$ cat config.mk
export PLATFORM = sky130hd
export DESIGN_NAME = lcd_ctrl
export DESIGN_NICKNAME = d
export VERILOG_FILES = /design/src/rtl/lcd_ctrl.sv
export SDC_FILE = /design/constraint.sdc
export NUM_CORES = 1
export LEC_CHECK = 0
export BUFFER_PORTS_ARGS = -buffer_cell sky130_fd_sc_hd__buf_2
export CORE_ASPECT_RATIO = 1.4
export CORE_MARGIN = 5
export CORE_UTILIZATION = 50
export CTS_BUF_LIST = sky130_fd_sc_hd__clkbuf_4
export DETAILED_ROUTE_END_ITERATION = 16
export PLACE_DENSITY = 0.72
export SLEW_MARGIN = 40
export SYNTH_ARGS = -nofsm -noshare
export SYNTH_HDL_FRONTEND = slang
export SYNTH_SLANG_ARGS = --single-unit
$ cat constraint.sdc
create_clock -name clk_i -period 2.9 [get_ports clk_i]
set_clock_uncertainty 0.2 [all_clocks]
set_input_delay 0.29 -clock clk_i [delete_from_list [all_inputs] [get_ports clk_i]]
set_output_delay 0.29 -clock clk_i [all_outputs]
set_load 0.05 [all_outputs]
$ cat src/rtl/lcd_ctrl.sv
// HD44780-style write driver behind the io_lcd register: each START rising edge becomes one
// timed RS/DB/EN write cycle, with an optional power-up init sequence and a one-deep pending slot.
module lcd_ctrl #(
    parameter int unsigned SETUP_CYC     = 2,
    parameter int unsigned PW_CYC        = 12,
    parameter int unsigned HOLD_CYC      = 2,
    parameter int unsigned EXEC_CYC      = 2000,
    parameter int unsigned EXEC_LONG_CYC = 80000,
    parameter int unsigned PWRUP_CYC     = 750000,
    parameter bit          INIT_EN       = 1'b1,
    parameter int unsigned CNT_W         = 20
) (
    input  logic        clk_i,
    input  logic        rst_ni,
    input  logic [31:0] lcd_cmd_i,
    output logic [7:0]  lcd_data_o,
    output logic        lcd_rs_o,
    output logic        lcd_rw_o,
    output logic        lcd_en_o,
    output logic        lcd_on_o,
    output logic        busy_o,
    output logic        done_o,
    output logic        ovf_o,
    output logic [2:0]  dbg_state_o
);

    typedef enum logic [2:0] {
        S_PWRUP = 3'd0,
        S_IDLE  = 3'd1,
        S_SETUP = 3'd2,
        S_PULSE = 3'd3,
        S_HOLD  = 3'd4,
        S_EXEC  = 3'd5
    } state_t;

    localparam logic [CNT_W-1:0] C_SETUP     = CNT_W'(SETUP_CYC - 1);
    localparam logic [CNT_W-1:0] C_PW        = CNT_W'(PW_CYC - 1);
    localparam logic [CNT_W-1:0] C_HOLD      = CNT_W'(HOLD_CYC - 1);
    localparam logic [CNT_W-1:0] C_EXEC      = CNT_W'(EXEC_CYC - 1);
    localparam logic [CNT_W-1:0] C_EXEC_LONG = CNT_W'(EXEC_LONG_CYC - 1);
    localparam logic [CNT_W-1:0] C_PWRUP     = CNT_W'(PWRUP_CYC - 1);
    localparam state_t           S_RESET     = INIT_EN ? S_PWRUP : S_IDLE;
    // The power-up wait is preloaded at reset so PWRUP counts its full length.
    localparam logic [CNT_W-1:0] C_RESET_CNT = INIT_EN ? C_PWRUP : {CNT_W{1'b0}};

    state_t           r_state, w_state_n;
    logic [CNT_W-1:0] r_cnt, w_cnt_n;
    logic [7:0]       r_data, w_data_n;
    logic             r_rs, w_rs_n;
    logic             r_en, w_en_n;
    logic             r_done, w_done_n;
    logic             r_ovf, w_ovf_n;
    logic             r_pend, w_pend_n;
    logic [7:0]       r_pend_data, w_pend_data_n;
    logic             r_pend_rs, w_pend_rs_n;
    logic [1:0]       r_init_idx, w_init_idx_n;
    logic             r_in_init, w_in_init_n;
    logic             r_user, w_user_n;
    logic             r_start_q;
    logic             r_armed;
    logic             r_on;

    logic             w_rise;
    logic             w_cnt_zero;
    logic [CNT_W-1:0] w_cnt_dec;
    logic             w_direct;
    logic             w_svc_pend;
    logic             w_long;
    logic             w_unused;

    // r_armed masks the first edge after reset so a START left high is not a new command.
    assign w_rise     = lcd_cmd_i[10] & ~r_start_q & r_armed;
    assign w_cnt_zero = (r_cnt == {CNT_W{1'b0}});
    assign w_cnt_dec  = r_cnt - 1'b1;
    assign w_direct   = (r_state == S_IDLE) && !r_pend;
    assign w_svc_pend = (r_state == S_IDLE) && r_pend;
    assign w_long     = !r_rs && (r_data[7:2] == 6'd0);
    assign w_unused   = ^{lcd_cmd_i[30:11], lcd_cmd_i[9]};

    function automatic logic [7:0] init_entry(input logic [1:0] idx);
        case (idx)
            2'd0:    init_entry = 8'h38;
            2'd1:    init_entry = 8'h0C;
            2'd2:    init_entry = 8'h01;
            default: init_entry = 8'h06;
        endcase
    endfunction

    always_comb begin
        w_state_n     = r_state;
        w_cnt_n       = r_cnt;
        w_data_n      = r_data;
        w_rs_n        = r_rs;
        w_en_n        = r_en;
        w_done_n      = 1'b0;
        w_ovf_n       = r_ovf;
        w_pend_n      = r_pend;
        w_pend_data_n = r_pend_data;
        w_pend_rs_n   = r_pend_rs;
        w_init_idx_n  = r_init_idx;
        w_in_init_n   = r_in_init;
        w_user_n      = r_user;

        case (r_state)
            S_PWRUP: begin
                if (w_cnt_zero) begin
                    w_state_n    = S_SETUP;
                    w_cnt_n      = C_SETUP;
                    w_data_n     = init_entry(2'd0);
                    w_rs_n       = 1'b0;
                    w_init_idx_n = 2'd0;
                    w_in_init_n  = 1'b1;
                    w_user_n     = 1'b0;
                end else begin
                    w_cnt_n = w_cnt_dec;
                end
            end
            S_IDLE: begin
                if (r_pend) begin
                    w_state_n   = S_SETUP;
                    w_cnt_n     = C_SETUP;
                    w_data_n    = r_pend_data;
                    w_rs_n      = r_pend_rs;
                    w_pend_n    = 1'b0;
                    w_in_init_n = 1'b0;
                    w_user_n    = 1'b1;
                end else if (w_rise) begin
                    w_state_n   = S_SETUP;
                    w_cnt_n     = C_SETUP;
                    w_data_n    = lcd_cmd_i[7:0];
                    w_rs_n      = lcd_cmd_i[8];
                    w_in_init_n = 1'b0;
                    w_user_n    = 1'b1;
                end
            end
            S_SETUP: begin
                if (w_cnt_zero) begin
                    w_state_n = S_PULSE;
                    w_cnt_n   = C_PW;
                    w_en_n    = 1'b1;
                end else begin
                    w_cnt_n = w_cnt_dec;
                end
            end
            S_PULSE: begin
                if (w_cnt_zero) begin
                    w_state_n = S_HOLD;
                    w_cnt_n   = C_HOLD;
                    w_en_n    = 1'b0;
                end else begin
                    w_cnt_n = w_cnt_dec;
                end
            end
            S_HOLD: begin
                if (w_cnt_zero) begin
                    w_state_n = S_EXEC;
                    w_cnt_n   = w_long ? C_EXEC_LONG : C_EXEC;
                end else begin
                    w_cnt_n = w_cnt_dec;
                end
            end
            S_EXEC: begin
                if (!w_cnt_zero) begin
                    w_cnt_n = w_cnt_dec;
                end else if (r_in_init && (r_init_idx != 2'd3)) begin
                    w_init_idx_n = r_init_idx + 2'd1;
                    w_data_n     = init_entry(w_init_idx_n);
                    w_rs_n       = 1'b0;
                    w_state_n    = S_SETUP;
                    w_cnt_n      = C_SETUP;
                end else begin
                    w_state_n   = S_IDLE;
                    w_done_n    = r_user;
                    w_in_init_n = 1'b0;
                end
            end
            default: w_state_n = S_IDLE;
        endcase

        // A rise the controller cannot start right now goes to the pending slot; the slot
        // is free again in the cycle IDLE drains it.
        if (w_rise && !w_direct) begin
            if (!r_pend || w_svc_pend) begin
                w_pend_n      = 1'b1;
                w_pend_data_n = lcd_cmd_i[7:0];
                w_pend_rs_n   = lcd_cmd_i[8];
            end else begin
                w_ovf_n = 1'b1;
            end
        end
    end

    always_ff @(posedge clk_i or negedge rst_ni) begin
        if (!rst_ni) begin
            r_state     <= S_RESET;
            r_cnt       <= C_RESET_CNT;
            r_data      <= 8'd0;
            r_rs        <= 1'b0;
            r_en        <= 1'b0;
            r_done      <= 1'b0;
            r_ovf       <= 1'b0;
            r_pend      <= 1'b0;
            r_pend_data <= 8'd0;
            r_pend_rs   <= 1'b0;
            r_init_idx  <= 2'd0;
            r_in_init   <= 1'b0;
            r_user      <= 1'b0;
            r_start_q   <= 1'b0;
            r_armed     <= 1'b0;
            r_on        <= 1'b0;
        end else begin
            r_state     <= w_state_n;
            r_cnt       <= w_cnt_n;
            r_data      <= w_data_n;
            r_rs        <= w_rs_n;
            r_en        <= w_en_n;
            r_done      <= w_done_n;
            r_ovf       <= w_ovf_n;
            r_pend      <= w_pend_n;
            r_pend_data <= w_pend_data_n;
            r_pend_rs   <= w_pend_rs_n;
            r_init_idx  <= w_init_idx_n;
            r_in_init   <= w_in_init_n;
            r_user      <= w_user_n;
            r_start_q   <= lcd_cmd_i[10];
            r_armed     <= 1'b1;
            r_on        <= lcd_cmd_i[31];
        end
    end

    assign lcd_data_o  = r_data;
    assign lcd_rs_o    = r_rs;
    assign lcd_rw_o    = 1'b0;
    assign lcd_en_o    = r_en;
    assign lcd_on_o    = r_on;
    assign busy_o      = (r_state != S_IDLE) || r_pend;
    assign done_o      = r_done;
    assign ovf_o       = r_ovf;
    assign dbg_state_o = r_state;

endmodule

Word level (Yosys, flattened, before mapping)
Index checks and enable logic that the tools add are counted.
- memories: 0
- flip-flop bits (word level): 52
- ROM bits: 0
- output and inout port bits: 18
- bits in writable memories: 0
- latch bits: 0
- add/subtract/negate cells: 2
- shift operators: 0
- equal/unequal tests: 18
- divide/modulo/power cells: 0
- mux-type cells: 51
- $lt $le $gt $ge: 0
- multiply operators: 0
- bitwise operators: 4
- reductions and logical operators: 29
- operators with widths (kind ; number):
    two-way mux 20 bit ; 7
    case mux 20 bit (5 select lines) ; 1
    two-way mux 8 bit ; 5
    case mux 8 bit (3 select lines) ; 1
    two-way mux 3 bit ; 7
    zero test 20 bit ; 1
    subtractor 20 x 1 -> 20 bit (second input constant) ; 1
    two-way mux 1 bit ; 18
    case mux 3 bit (6 select lines) ; 1
    case mux 6 bit (3 select lines) ; 1
    two-way mux 17 bit ; 1
    inequality test 2 bit (second input constant) ; 8
    AND reduction 5 bit ; 2
    AND reduction 3 bit ; 3
    two-way mux 2 bit ; 4
    equality test 3 x 2 -> 1 bit (second input constant) ; 2
    equality test 3 bit (second input constant) ; 2
    zero test 6 bit ; 1
    inequality test 3 bit (second input constant) ; 2
    case mux 1 bit (3 select lines) ; 2
    AND reduction 6 bit ; 1
    nonzero test 2 bit ; 3
    logical AND 1 bit ; 5
    nonzero test 5 bit ; 1
    other kinds (17) ; 24

Logic depth before layout (Yosys ltp)
Gate-level depths: netlist (run 1).
- depth after elaboration: 6
- gate-level depth with buffers: 9

Worst setup path before layout (run 1)
Ideal clock, no wire load.
- path kind: reg2reg
- start point: register r_state[0], in the netlist dbg_state_o[0]
- end point: register r_cnt[17]
- data arrival time: 2.559 ns
- slack: 0.067 ns
- stages on the path, launching flop included: 9
- required time: 2.626 ns
- period minus slack after synthesis: 2.833 ns
- setup time: 0.074 ns
- path through: dfrtp_1 > clkbuf_2 > nor3b_1 > nand2b_1 > o21ai_0 > clkbuf_1 > clkbuf_1 > o31ai_1 > a21oi_1
- cells in the longest elaborated chain, start to end: 4
- RTL lines (what ; RTL line ; source):
    start: declaration ; 46 ; state_t r_state, w_state_n;
    start signal: assignment ; 212 ; r_state <= w_state_n;
    equality test 3 x 2 -> 1 bit / zero test 3 bit (equally long branches) ; 104 ; case (r_state)
    OR reduction 2 bit (no source line) ; -- ;
    nonzero test 5 bit (no source line) ; -- ;
    AND reduction 3 bit (no source line) ; -- ;
    end signal: assignment ; 213 ; r_cnt <= w_cnt_n;
    end: declaration ; 47 ; logic [CNT_W-1:0] r_cnt, w_cnt_n;
Several ways; a longest one is shown, not always the timed one.
A chain may end at the register's enable or synchronous reset.

Worst setup path after layout (run 1)
- start point: register r_cnt[0]
- end point: register r_data[2], in the netlist lcd_data_o[2]
- cells in the longest elaborated chain, start to end: 3
- RTL lines (what ; RTL line ; source):
    zero test 20 bit * ; 73 ; assign w_cnt_zero = (r_cnt == {CNT_W{1'b0}});
    inequality test 2 bit (no source line) ; -- ;
    AND reduction 5 bit (no source line) * ; -- ;
    end signal: assignment ; 214 ; r_data <= w_data_n;
    end: declaration ; 48 ; logic [7:0] r_data, w_data_n;
Mark *: on every way between the ends. The rest lies on a longest branch, timed or not.

==> impl_metrics.toml, run 1 <==
[detailed_routing]
wirelength_um = 7360
wl_per_cell_um = 17.0
drt_iter0_drc = 141
vias_per_cell = 6.01
dr_total_vias = 2598
drc = 0
dr.pass1.iters = 4
antenna_left = 0

[pwr]
ir_drop_mv = 0.381
p_leak_uw = 0.00162
power_density_nw_per_um2 = 363
power_uw = 1290

[clock_tree]
numCtsBuffers = 5
root_buffer = "clkbuf_4"
ctsHtreeMaxLevel = 2
cts_tree = "done"
clkTransAtPathRegs_ns = 0.16
insertion_delay_ns = 0.37
clock_path_buffers = 2
cts_sinks = 52

[global_route]
use_met1_pct = 23.2
top_usage_layer = "met2"
grt-ovfl-total = 0
use_met2_pct = 37.0
grt_use_met3_pct = 2.19
grt_pass1_vias = 2619
grt_usage_pct = 19.6
grt_max_degree = 20
antenna_found_initial = 0
grt_pass1_wl_um = 12600

[synthesis]
netlist_area_um2 = 3080
synth_async_sr_flop_share_pct = 100
ys.flop_type = "dfrtp_1"
synthCells = 311
synth_edf_count = 0
seq_area_frac_synth_pct = 42.8
avgSynthCellArea_um2 = 9.89
syn_nets = 351
yosysWarnings = 0
yosysUniqueCellTypes = 66
ys_ff_latch = 52

[floorplan]
fp.dieH_um = 103
io-pin-count = 52
die_w_um = 76.3
die_area_um2 = 7840
fp.coreArea_um2 = 5900
rows = 33
start_util_pct = 52.1

[finish]
area_growth_pct = 15.4
diodes = 0
drive_above_1_share_pct = 28.7
finalNonFillerCells = 432
final_nets = 401

[setup_path]
cp_cell_sequence = "inv_1 > ha_1 > or4b_1 > or2_4 > o31a_1 > a211o_2 > a221o_1"
path_class = "flop to flop"
cp_max_fo = 6
cp-start-kind = "flop"
worst_path_largest_cell_delay_ns = 0.50
critPathRequiredTime_ns = 2.98
arrival_ns = 2.75
end_kind = "flop"
cpMaxStageDelayCell = "or4b_1"

[placement]
dp.cells = 411
gp_congestion = 0.929
port_buffers = 29
post-dp-hpwl_um = 5580

[worst_hold_path]
hold_path_class = "primary input to asynchronous set/reset pin"

[sta]
finalCriticalPeriod_ns = 2.67
maxSlewViolCount = 0
worst_pin_slew_ns = 0.670
setup_viol = 0
tns_ns = 0
hold_viol = 0
finalCritPeriodShare_pct = 92.2
relSlewSlack_pct = 54.9
rsz0062_at_grt = "no"
clock.fmax_mhz = 374

[run]
maxCapViolCount = 0

[run_status]
outcome = "finished clean"
==> sequential cells by signal, summed over array words and instances, names as in the netlist, 2 cells and up <==
register	count
r_cnt	20
lcd_data_o	8
r_pend_data	8
r_init_idx	2
dbg_state_o	3
==> cell usage after synthesis (all sizes together), types with 3 or more instances <==
cell | n | share of area [%]
nand3 | 14 | 2.3
nand2b | 5 | 1.0
o221a | 3 | 1.1
dfrtp | 39 | 32
nor3b | 3 | 0.73
dfstp | 13 | 11
buf | 8 | 1.7
nand2 | 20 | 2.4
and3 | 3 | 0.61
o211ai | 5 | 1.2
or3 | 6 | 1.3
a211oi | 9 | 2.2
clkbuf | 13 | 2.6
mux2i | 9 | 2.9
mux2 | 9 | 3.3
or2 | 4 | 0.89
o21ai | 18 | 2.9
nor2 | 15 | 1.8
nor3 | 12 | 2.1
or4 | 9 | 2.3
ha | 6 | 2.4
or2b | 3 | 0.81
a21oi | 10 | 1.6
inv | 10 | 1.2
a221o | 7 | 2.3
nand4 | 3 | 0.61
o31ai | 9 | 2.2
nor4 | 6 | 1.7
o2bb2ai | 4 | 1.1
==> worst paths after layout <==
check / startpoint / endpoint / slack, ns / depth (start not counted)
setup / recovery: r_cnt[0] / lcd_data_o[2] / 0.23 / 7
hold / removal: rst_ni / r_cnt[15] / 0.15 / 2
setup reg to reg: r_cnt[0] / lcd_data_o[2] / 0.23 / 7
hold reg to reg: ovf_o / ovf_o / 0.29 / 1
max in group asynchronous: rst_ni / r_cnt[8] / 1.70 / 3
min in group clk_i: ovf_o / ovf_o / 0.29 / 1
==> cell families (layout without fill, tap and decap cells) <==
| logic type | Yosys count | after routing | share of synthesized area (%) |
|---|---|---|---|
| DFF | 52 | 52 | 42.8 |
| adders and majority gates | 8 | 8 | 3.09 |
| muxes | 18 | 18 | 6.22 |
| AOI/OAI and AO/OA | 84 | 84 | 19.8 |
| buffers and inverters | 31 | 82 | 5.57 |
| other | 2 | 2 | 0.244 |
| and+or+nand+nor | 116 | 116 | 22.2 |
==> cell usage in the layout, fill, tap and decap left out, drive strengths merged, types with 3 or more instances in the layout <==
cell type    Yosys  layout
dfstp           13      13
o21ai           18      18
buf              8      51
inv             10      10
o211ai           5       5
nor3b            3       3
nand2b           5       5
nor3            12      12
or2              4       4
nor4             6       6
nand3           14      14
a21oi           10      10
clkbuf          13       6
mux2             9       9
ha               6       6
and3             3       3
or2b             3       3
dlygate4sd3      0      12
a221o            7       7
nand2           20      20
nand4            3       3
or3              6       6
o2bb2ai          4       4
mux2i            9       9
o221a            3       3
dfrtp           39      39
nor2            15      15
or4              9       9
a211oi           9       9
o31ai            9       9
==> through the flow <==
| stage | instance area, µm² | worst slack (ns) | util, % | hold slack [ns] |
|---|---|---|---|---|
| after detailed placement | 3350 | 0.270 | 56.7 | 0.0376 |
| after global routing | 3550 | 0.154 | 60.1 | 0.210 |
| after floorplan | 3080 | 0.0672 | - | -0.206 |
| after CTS | 3550 | 0.247 | 60.1 | 0.155 |
| final | 3550 | 0.227 | 60.1 | 0.150 |
| after global placement | 3350 | 0.299 | 56.7 | 0.0341 |
==> metal layers <==
layer,up-vias,routed length (µm),share of wire [%]
li1,1271,-,-
met3,11,215,2.9
met1,1267,3010,41
met5,-,0,0
met2,49,3990,54
met4,0,154,2.1
==> worst max-delay path: cells and delay by family, from the launching register on <==
family	cells	cell delay (ns)
AO/OA/AOI/OAI	3	0.95
buffers and inverters	1	0.08
flip-flops	1	0.43
adder cells (fa/ha/maj)	1	0.14
AND/OR/NAND/NOR	2	0.78
==> power breakdown <==
part           leakage (µW)  switching [µW]  internal, µW  total [µW]
sequential         0.000629            14.9           757         772
combinational      0.000948            42.6          50.2        92.7
clock             0.0000412             243           180         423
==> repair_timing <==
| item | CTS | global route |
|---|---|---|
| gates resized for setup | 0 | 0 |
| hold buffers | 12 | 0 |
| endpoints found under the hold margin | 29 | 0 |
| setup buffers | 0 | 0 |
==> layout make-up <==
type                            count  area, µm²
Sequential cell                    52       1320
Multi-Input combinational cell    228       1590
Clock buffer                        5       37.5
Tap cell                           70       87.6
Inverter                           10       37.5
Clock inverter                      3       42.5
Fill cell                         515       2350
Timing Repair Buffer               64        435
Note: power is estimated with default switching activity, not from simulation.
==> run 2: changes to the inputs <==
ABC_AREA = 1   (was unset)
CORE_MARGIN = 2   (was 5)
REMOVE_ABC_BUFFERS = 1   (was unset)
==> impl_metrics.toml, run 2 <==
[synthesis]
netlist_area_um2 = 3160
ys.flop_type = "dfrtp_1"
synth_fa_ha_area_share_pct = 2.38
synth_most_common_cell = "nand2_1"
synthXorXnorAreaFrac_pct = 3.05
ys_top_cells_by_count = "nand2_1 (147), dfrtp_1 (39), nor2_1 (38)"
synth_async_sr_flop_share_pct = 100
ys_ff_latch = 52
synthCells = 413
synth_area_leaders = "dfrtp_1 (31%), nand2_1 (17%), dfstp_2 (11%), nor2_1 (4.5%), inv_1 (4.2%)"
synthSimpleGateAreaFrac_pct = 36.0
synth_top_family_by_area = "simple AND/OR/NAND/NOR gates"
avgSynthCellArea_um2 = 7.64
yosysTopAreaCell = "dfrtp_1"
synthMuxAreaShare_pct = 0
seq_area_frac_synth_pct = 41.7
synth_compound_area_share_pct = 9.87
yosysUniqueCellTypes = 41
yosysWarnings = 0
synth_edf_count = 0
yosys.area.top_type_share_pct = 30.9

[run_status]
outcome = "finished clean"

[setup_path]
end_kind = "flop"
regToRegSetupSlack_ns = 0.72
reg2reg_from = "r_pend"
crit_path_end = "r_cnt[18]"
arrival_ns = 2.27
cp_max_fo = 19
worstSetupStartpoint = "r_pend"
critPathRequiredTime_ns = 2.99
cp-start-kind = "flop"
r2r_end = "r_cnt[18]"
ff2ff_path_depth = 7
path_class = "flop to flop"

[sta]
tns_ns = 0
finalCriticalPeriod_ns = 2.18
fin_ws_ns = 0.717
hold_viol = 0
finalCritPeriodShare_pct = 75.3
setup_viol = 0
hold_slack_ns = 0.184
rsz0062_at_grt = "no"
clock.fmax_mhz = 458
maxSlewViolCount = 0

[global_route]
grt_pass1_vias = 2591
antenna_found_initial = 0
grt_usage_pct = 20.8
grt_pass1_wl_um = 11600
grt_max_degree = 32
grt-ovfl-total = 0

[floorplan]
rows = 34
die_area_um2 = 6970
fp.dieH_um = 98.0
fp.coreArea_um2 = 6170
die_w_um = 71.2
io-pin-count = 52
start_util_pct = 51.2

[finish]
final_nets = 495
final_area_um2 = 3550
mostFrequentLayoutCell = "nand2_1"
largest_register_ffs = 20
diodes = 0
area_growth_pct = 12.3
fillers = 567
drive_above_1_share_pct = 20.0
finalNonFillerCells = 528
mostFrequentLayoutCells = "nand2_1 (147), dfrtp_1 (39), nor2_1 (38), inv_1 (35), buf_2 (29)"
largest_register = "r_cnt"

[detailed_routing]
dr.pass1.iters = 4
vias_per_cell = 5.08
wirelength_um = 6840
antenna_left = 0
dr_total_vias = 2682
drt_iter0_drc = 135
drc = 0
wl_per_cell_um = 13.0

[worst_hold_path]
hold_path_class = "primary input to asynchronous set/reset pin"

[placement]
port_buffers = 29
place_ws_ns = 0.695
placed_area_um2 = 3350
gp_congestion = 0.848
dp.cells = 508
post-dp-hpwl_um = 5200

[pwr]
ir_drop_mv = 0.279
p_leak_uw = 0.00171
power_density_nw_per_um2 = 337

[clock_tree]
insertion_delay_ns = 0.38
clock_path_buffers = 2
cts_sinks = 52
cts_tree = "done"
clkTransAtPathRegs_ns = 0.16
root_buffer = "clkbuf_4"
ctsHtreeMaxLevel = 2
numCtsBuffers = 5

[run]
maxCapViolCount = 0
==> run 2: changes by cell type after synthesis, moves of 9 or more <==
cell / change
inv_1: +25
nand2_1: +127
mux2i_1: -9
o21ai_2: +10
o21ai_1: +13
mux2_2: -9
nor2_1: +23
a211oi_1: -9
==> run 2: final cells by class <==
type | count | area (µm²) | share of cell area [%]
clock inverter | 3 | 42.5 | 1.20
sequential | 52 | 1320 | 37.2
tap | 72 | 90.1 | 2.54
multi-input combinational | 313 | 1630 | 45.9
clock buffer | 5 | 37.5 | 1.06
timing repair buffer | 42 | 273 | 7.69
inverter | 41 | 159 | 4.48
==> run 2: metal layers <==
metal / vias to the layer above / routed length (µm) / GRT usage [%]
met2: 48 / 3780 / 38.8
li1: 1397 / - / -
met5: - / 0 / 0
met4: 0 / 95 / 6.68
met1: 1228 / 2790 / 23.7
met3: 9 / 175 / 3.10
==> run 2: worst min path at each step <==
stage / from / endpoint / slack, ns / depth (start not counted)
after global routing: rst_ni / lcd_data_o[1] / 0.23 / 2
after global placement: rst_ni / r_cnt[4] / 0.08 / 1
after detailed placement: rst_ni / r_cnt[4] / 0.08 / 1
after floorplan: rst_ni / dbg_state_o[0] / -0.21 / 0
after CTS: rst_ni / dbg_state_o[0] / 0.20 / 2
final: rst_ni / lcd_data_o[1] / 0.18 / 2
==> run 2: critical path, cell delays in order (launching register included) <==
cell and delay (ns):
dfrtp_1 0.61, inv_2 0.16, nand2_1 0.16, nor2_1 0.07, nor2_2 0.31, nand2_4 0.22
a21oi_1 0.29, nor2_1 0.08
==> run 2: logic make-up (layout without fill, tap and decap cells) <==
logic type / Yosys count / count (layout)
AOI/OAI and AO/OA: 50 / 50
xor gates and xnor gates: 11 / 11
adders and majority gates: 6 / 6
buffers and inverters: 48 / 91
DFF: 52 / 52
other: 2 / 2
and+or+nand+nor: 244 / 244
==> run 2: power by group <==
group / total [µW] / leakage [µW] / internal [µW] / switching, µW
logic: 46.8 / 0.00104 / 19.0 / 27.9
clock network: 418 / 0.0000428 / 181 / 238
registers: 729 / 0.000633 / 729 / 0.392
==> run 2: through the flow <==
stage | utilization, % | power (µW)
2_1_floorplan | - | 752
3_3_place_gp | 54.2 | 777
3_5_place_dp | 54.2 | 777
4_1_cts | 57.5 | 1200
5_1_grt | 57.5 | 1230
6_report | 57.5 | 1190
==> run 2: repair_timing <==
item,CTS,global route
resized for setup,0,0
hold buffers,12,0
buffers inserted,0,0
endpoints found under the hold margin,26,0
==> run 3: changes to the inputs <==
ABC_AREA = 0   (was 1)
clock period = 2.2 ns   (was 2.9 ns; I/O delays follow)
==> impl_metrics.toml, run 3 (synthesis gave the netlist of run 1 again) <==
[run_status]
outcome = "finished, violations left"
violations = "negative setup slack"

[finish]
diodes = 0
final_area_um2 = 4210
largest_register_ffs = 20
largest_register = "r_cnt"
mostFrequentLayoutCell = "buf_4"
drive_above_1_share_pct = 45.0
final_nets = 461
mostFrequentLayoutCells = "buf_4 (75), dfrtp_1 (39), buf_2 (29), nand2_1 (20)"
finalNonFillerCells = 492
area_growth_pct = 36.9

[setup_path]
end_kind = "flop"
cp-start-kind = "flop"
critPathRequiredTime_ns = 2.29
worstSetupStartpoint = "r_cnt[0]"
reg2reg_from = "r_cnt[0]"
cp_max_fo = 4
arrival_ns = 2.63
path_class = "flop to flop"

[run]
maxCapViolCount = 0

[global_route]
grt_pass1_wl_um = 14500
grt_max_degree = 53
antenna_found_initial = 0
grt_usage_pct = 26.4
use_met1_pct = 28.6
grt-ovfl-total = 0
grt_use_met3_pct = 3.85
grt_pass1_vias = 3133
top_usage_layer = "met2"
use_met2_pct = 50.4

[detailed_routing]
wirelength_um = 8690
drt_iter0_drc = 223
dr_total_vias = 2978
drc = 0
wl_per_cell_um = 17.7
dr.pass1.iters = 4
antenna_left = 0
vias_per_cell = 6.05

[sta]
hold_slack_ns = 0.126
clock.fmax_mhz = 393
maxSlewViolCount = 0
hold_viol = 0
fin_ws_ns = -0.342
finalCritPeriodShare_pct = 116
finalCriticalPeriod_ns = 2.54
setup_viol = 35
rsz0062_at_grt = "yes"

[clock_tree]
clock_path_buffers = 2
numCtsBuffers = 5
cts_sinks = 52
root_buffer = "clkbuf_4"
clkTransAtPathRegs_ns = 0.17
cts_tree = "done"
insertion_delay_ns = 0.39
ctsHtreeMaxLevel = 2

[floorplan]
fp.dieH_um = 96.8
fp.coreArea_um2 = 5900
die_area_um2 = 6810
io-pin-count = 52
start_util_pct = 52.1
die_w_um = 70.3
rows = 33

[pwr]
ir_drop_mv = 0.409
power_density_nw_per_um2 = 382
power_uw = 1610
p_leak_uw = 0.00195

[placement]
placed_area_um2 = 3750
gp_congestion = 0.893
place_ws_ns = -0.335
dp.cells = 463
port_buffers = 29
post-dp-hpwl_um = 6040

[worst_hold_path]
hold_path_class = "primary input to asynchronous set/reset pin"
-- run 3: cell type report --
type	instances	area, µm²
clock buffer	5	37.5
sequential	52	1320
multi-input combinational	228	1780
fill	438	1690
timing repair buffer	124	927
tap	70	87.6
clock inverter	3	21.3
inverter	10	37.5
-- run 3: worst max-delay path, cell delays in order, from the launching register on --
cell	delay (ns)
dfstp_2	0.41
inv_2	0.07
ha_4	0.12
or4b_4	0.46
or2_4	0.25
o31a_1	0.27
a211o_2	0.35
a221o_1	0.33
-- run 3: layer usage --
layer / part of all wire [%] / wire length, µm / vias up
li1: - / - / 1396
met1: 38 / 3280 / 1471
met2: 56 / 4850 / 78
met3: 3.1 / 267 / 33
met4: 3.4 / 297 / 0
met5: 0 / 0 / -
-- run 3: worst paths after layout --
| check | cells after the start | slack, ns | end |
|---|---|---|---|
| worst max register to register | 7 | -0.34 | lcd_data_o[0] |
| worst max-delay path | 7 | -0.34 | lcd_data_o[0] |
| max in group asynchronous | 3 | 1.35 | r_cnt[13] |
| worst min-delay path | 3 | 0.13 | dbg_state_o[2] |
| min in group clk_i | 2 | 0.27 | lcd_on_o |
| worst min register to register | 1 | 0.29 | ovf_o |
-- run 3: report_power, final --
part / leakage (µW) / internal (µW) / switching (µW) / total [µW]
Clock: 0.0000336 / 130 / 333 / 463
Combinational: 0.00129 / 67.8 / 58.1 / 126
Sequential: 0.000629 / 999 / 20.6 / 1020
-- run 3: metrics by stage --
| stage | util [%] | setup TNS, ns |
|---|---|---|
| global placement | 63.5 | -6.49 |
| global route | 71.3 | -10.88 |
| finish | 71.3 | -7.95 |
| floorplan | - | -30.74 |
| detailed placement | 63.5 | -8.35 |
| CTS | 70.7 | -6.92 |
-- run 3: repair_timing --
item                                   4_1_cts  5_1_grt
pin swaps                                   16       11
gates cloned                                 1        0
endpoints found under the hold margin       67        0
buffers inserted                             7        2
setup endpoints to repair                   37       38
resized for setup                           48        8
hold buffers                                12        0
